**src/rtl/regfile_pkg.sv**
```systemverilog
// Shared types and constants for the register-file writeback path.
// Used by the holding buffers and the writeback arbiter.
package regfile_pkg;

  localparam int DATA_W = 8;
  localparam int ADDR_W = 3;
  localparam int NREG   = 8;

  typedef enum logic {
    SRC_ALU = 1'b0,
    SRC_MEM = 1'b1
  } wb_src_e;

  // Relative age of the two buffered entries; AGE_SAME also covers "only one is full".
  typedef enum logic [1:0] {
    AGE_SAME      = 2'd0,
    AGE_ALU_OLDER = 2'd1,
    AGE_MEM_OLDER = 2'd2
  } age_e;

  typedef struct packed {
    logic [ADDR_W-1:0] dest;
    logic [DATA_W-1:0] data;
  } wb_entry_t;

  function automatic logic [NREG-1:0] dest_mask(input logic valid, input logic [ADDR_W-1:0] dest);
    return valid ? (NREG'(1) << dest) : '0;
  endfunction

endpackage

```
**src/rtl/wb_hold_buf.sv**
```systemverilog
// One-entry writeback holding buffer. A load takes priority over a clear so a
// drained entry can be replaced by a new one on the same edge.
module wb_hold_buf
  import regfile_pkg::*;
(
  input  logic      clk,
  input  logic      rst,
  input  logic      load,
  input  logic      clear,
  input  wb_entry_t din,
  output logic      full,
  output wb_entry_t entry
);

  always_ff @(posedge clk) begin
    if (rst) begin
      full <= 1'b0;
    end else if (load) begin
      full <= 1'b1;
    end else if (clear) begin
      full <= 1'b0;
    end
  end

  // NOTE: the payload has no reset; full qualifies it, so these flops stay reset-free.
  always_ff @(posedge clk) begin
    if (load) begin
      entry <= din;
    end
  end

endmodule

```
**src/rtl/regfile_wb_arbiter.sv**
```systemverilog
// Arbitrates the register file's single write port between the ALU and load
// writeback buffers, preserving same-destination order and exporting pending writes.
module regfile_wb_arbiter
  import regfile_pkg::*;
(
  input  logic              clk,
  input  logic              rst,
  input  logic              alu_valid,
  output logic              alu_ready,
  input  logic [ADDR_W-1:0] alu_dest,
  input  logic [DATA_W-1:0] alu_data,
  input  logic              mem_valid,
  output logic              mem_ready,
  input  logic [ADDR_W-1:0] mem_dest,
  input  logic [DATA_W-1:0] mem_data,
  output logic              write,
  output logic [ADDR_W-1:0] destreg,
  output logic [DATA_W-1:0] wrtData,
  output logic              grant_mem,
  output logic [NREG-1:0]   pending
);

  wb_entry_t alu_q, mem_q;
  logic      alu_full, mem_full;
  logic      alu_load, mem_load;
  logic      alu_clear, mem_clear;
  logic      active, both_full, mem_wins, sel_mem;
  wb_src_e   rr_q;
  age_e      age_q, age_d;
  wb_entry_t sel_entry;

  wb_hold_buf u_alu_buf (
    .clk   (clk),
    .rst   (rst),
    .load  (alu_load),
    .clear (alu_clear),
    .din   ('{dest: alu_dest, data: alu_data}),
    .full  (alu_full),
    .entry (alu_q)
  );

  wb_hold_buf u_mem_buf (
    .clk   (clk),
    .rst   (rst),
    .load  (mem_load),
    .clear (mem_clear),
    .din   ('{dest: mem_dest, data: mem_data}),
    .full  (mem_full),
    .entry (mem_q)
  );

  // NOTE: every signal gets a default first so no path through this block infers a latch.
  always_comb begin
    both_full = alu_full & mem_full;
    mem_wins  = 1'b0;
    unique case (age_q)
      AGE_ALU_OLDER: mem_wins = 1'b0;
      AGE_MEM_OLDER: mem_wins = 1'b1;
      // Same-cycle loads: the load is the older instruction when destinations collide.
      default:       mem_wins = (alu_q.dest == mem_q.dest) | (rr_q == SRC_MEM);
    endcase

    sel_mem   = mem_full & (~alu_full | mem_wins);
    active    = ~rst & (alu_full | mem_full);
    alu_clear = active & ~sel_mem;
    mem_clear = active & sel_mem;

    alu_ready = ~rst & (~alu_full | alu_clear);
    mem_ready = ~rst & (~mem_full | mem_clear);
    alu_load  = alu_valid & alu_ready;
    mem_load  = mem_valid & mem_ready;

    sel_entry = sel_mem ? mem_q : alu_q;
    write     = active;
    grant_mem = mem_clear;
    destreg   = active ? sel_entry.dest : '0;
    wrtData   = active ? sel_entry.data : '0;
    pending   = rst ? '0 : (dest_mask(alu_full, alu_q.dest) | dest_mask(mem_full, mem_q.dest));
  end

  // The newly loaded entry is younger than whatever the other buffer keeps past this edge.
  always_comb begin
    age_d = age_q;
    if (alu_load && mem_load) begin
      age_d = AGE_SAME;
    end else if (alu_load) begin
      age_d = (mem_full && !mem_clear) ? AGE_MEM_OLDER : AGE_SAME;
    end else if (mem_load) begin
      age_d = (alu_full && !alu_clear) ? AGE_ALU_OLDER : AGE_SAME;
    end
  end

  always_ff @(posedge clk) begin
    if (rst) begin
      rr_q  <= SRC_ALU;
      age_q <= AGE_SAME;
    end else begin
      age_q <= age_d;
      if (active && both_full) begin
        rr_q <= (rr_q == SRC_ALU) ? SRC_MEM : SRC_ALU;
      end
    end
  end

endmodule

```
**config.mk**
```make
export PLATFORM = sky130hd
export DESIGN_NAME = regfile_wb_arbiter
export DESIGN_NICKNAME = d
export VERILOG_FILES = /design/src/rtl/regfile_pkg.sv /design/src/rtl/wb_hold_buf.sv /design/src/rtl/regfile_wb_arbiter.sv
export SDC_FILE = /design/constraint.sdc
export NUM_CORES = 1
export LEC_CHECK = 0
export CAP_MARGIN = 15
export CORE_AREA = 2 2 56 58
export DETAILED_ROUTE_END_ITERATION = 10
export DIE_AREA = 0 0 58 60
export PLACE_DENSITY_LB_ADDON = 0.2
export SETUP_SLACK_MARGIN = 0.3
export SLEW_MARGIN = 20
export SYNTH_ARGS = -nofsm -noshare
export SYNTH_HDL_FRONTEND = slang
export SYNTH_SLANG_ARGS = --single-unit
```
**constraint.sdc**
```tcl
create_clock -name clk -period 5.29 [get_ports clk]
set_input_delay 1.3225 -clock clk [delete_from_list [all_inputs] [get_ports clk]]
set_output_delay 1.3225 -clock clk [all_outputs]
set_load 0.1 [all_outputs]
```
==> reports/metrics.yaml <==
final_layout:
  stdcell_area_mm2: 0.00192
  fin_nets: 185
  n_antenna_cell: 0
  synthToLayoutAreaGrowth_pct: 46.1
  fillers: 220
  drive_gt1_frac: 0.217
timing:
  worstMarginPinSlew_ps: 633
  fin_crit_ps: 4460
  holdWs_ps: 495
  slew_headroom: 0.578
  tns_ps: 0
  fin_skew_ps: 6.45
  slew_violations: 0
  hold_viol: 0
  period_share: 0.844
  fmax_ghz: 0.224
  rsz0062_at_grt: "no"
  setup_violations: 0
grt:
  grt_pass1_vias: 1024
  grt_use_met2: 0.297
  antenna_found_initial: 0
  grtUsageMet3: 0.0411
  grt_usage: 0.174
  grt-busiest-layer: "met2"
  grt_max_degree: 17
  globalRouteOverflowTotal: 0
  grt_use_met1: 0.218
  grt_first_pass_wirelength_mm: 4.60
yosys:
  ys_types: 32
  synth_warnings: 0
  syn-cell-area_mm2: 0.00132
  synth-seq-cells: 27
  synth_area_leaders: "edfxtp_1, dfxtp_1, a22o_1"
  synth_common_cells: "edfxtp_1, a22o_1, nor2_1"
  synthesis.nets: 137
  ys_seq_area_frac: 0.578
  avgSynthCellArea_um2: 12.0
  synth_top_cell_by_area: "edfxtp_1"
  syn_inst: 110
  synthArstFlopShare: 0
  synthFlopType: "edfxtp_1"
  post-synth-top-area-fraction: 0.502
  synth_edf_count: 22
  post-synth-top-count-cell: "edfxtp_1"
clock_tree:
  clk_latency_ps: 320
  path_clk_slew_ps: 150
  cts_resized: 0
  cts.htree.levels: 1
  cts.sinks: 27
  cts_made_buffers: 3
  ctsLongestPathBuffers: 2
  cts-root-buf: "clkbuf_4"
  post_cts_buffers: 0
  ctsHoldBuffers: 0
  cts_tree: "yes"
drt:
  dr.pass1.iters: 5
  viasPerCell: 5.62
  dr_total_vias: 1068
  wl_per_cell_um: 15.2
  drc_errors: 0
  final_antenna_net_count: 0
  wl_mm: 2.88
  drtIter0Drc: 41
power:
  power_mw: 0.468
  power_leakage_nw: 0.712
  power_density_mw_per_mm2: 243
  peakVddDrop_mv: 0.172
hold_path:
  hp-start: "age_q[0]"
  hold_class: "reg -> reg"
  min_path_cells: 2
  worstHoldEndpoint: "age_q[0]"
floorplanning:
  die_w_um: 58
  die_area_mm2: 0.00348
  die_h_um: 60
  io_pins: 49
  fp-row-count: 20
  start_util: 0.453
  coreArea_mm2: 0.00290
worst_setup_path:
  crit_type: "in -> out"
  cp_slowest_cell: "clkdlybuf4s50_1"
  rr_startpoint: "age_q[0]"
  critPathCaptureType: "output port"
  crit_arrival_ps: 3140
  crit_path_cell_trace: "clkdlybuf4s50_1 > buf_4 > nand2b_1 > a21oi_2 > a22o_1 > buf_12"
  start_kind: "primary input"
  cp.required_ps: 3970
  ff2ff_setup_slack_ps: 3050
  reg2reg_to: "u_alu_buf.entry[8]"
  max_stage_delay_ps: 510
  crit_fanout: 13
  r2r_cells: 6
outcome:
  status: "completed"
placed_design:
  place.gp.congestion: 0.794
  place_area_mm2: 0.00189
  dp_hpwl_mm: 2.17
  port-buffer-count: 48
job:
  maxCapViolations: 0
## worst max-delay path: cells and delay by family
| kind | cells | cell delay [ps] |
|---|---|---|
| buffers and inverters | 3 | 930 |
| AO/OA/AOI/OAI | 2 | 720 |
| AND/OR/NAND/NOR | 1 | 160 |
## registers in the layout, indices dropped and copies added (netlist names)
| name | count |
|---|---|
| u_alu_buf.entry | 11 |
| age_q | 2 |
| u_mem_buf.full | 1 |
| u_alu_buf.full | 1 |
| u_mem_buf.entry | 11 |
| rr_q | 1 |
## kinds of logic (layout without fill, tap and decap cells)
kind of cell,Yosys count,count (layout),synth area share
AO/OA/AOI/OAI,30,30,0.186
buffers and inverters,11,58,0.0523
XOR/XNOR,4,4,0.0266
AND/OR/NAND/NOR,36,36,0.140
adder cells (fa/ha/maj),1,1,0.00951
flip-flops,27,27,0.578
multiplexers,1,1,0.00761
## stage by stage
step           worst slack (ps)  instances  utilization
3_3_place_gp                848        186        0.651
2_1_floorplan               815        110            -
5_1_grt                     715        190        0.662
3_5_place_dp                842        186        0.651
6_report                    828        190        0.662
4_1_cts                     827        190        0.662
## placed cells by master, fill, tap and decap left out, drive strengths merged, types with 2 or more instances in the layout
master,count
clkbuf,3
a22oi,3
nand2,3
a21oi,8
nand3,7
nand2b,2
clkdlybuf4s50,25
inv,4
or3,2
nand4,2
xor2,4
buf,25
edfxtp,22
a31oi,2
a22o,11
dfxtp,5
nor2b,5
nor2,11
## layout make-up
| cell class | count | area [um^2] | share of cell area |
|---|---|---|---|
| multi-input combinational | 72 | 485 | 0.253 |
| clock buffer | 3 | 22.5 | 0.0117 |
| tap | 33 | 41.3 | 0.0215 |
| timing repair buffer | 50 | 588 | 0.306 |
| sequential | 27 | 761 | 0.396 |
| inverter | 4 | 15.0 | 0.00782 |
| clock inverter | 1 | 7.51 | 0.00391 |
## worst max-delay path by stage
stage,from,end,slack [ps],cells past startpoint
floorplan,rst,pending[3],820,3
global placement,rst,wrtData[7],850,6
detailed placement,rst,wrtData[2],840,6
CTS,rst,wrtData[2],830,6
global route,rst,wrtData[2],720,6
finish,rst,wrtData[0],830,6
## layer usage
metal  share of wire  up-vias
met1            0.43      505
met5               0        -
li1                -      512
met2            0.49       49
met3           0.072        2
met4          0.0066        0
## report_power, final
group / internal, mW / switching (mW) / leakage (nW) / total (mW)
Sequential: 0.240 / 0.00887 / 0.247 / 0.249
Combinational: 0.0489 / 0.0816 / 0.451 / 0.131
Clock: 0.0288 / 0.0594 / 0.0139 / 0.0882
Note: power is estimated with default switching activity, not from simulation.
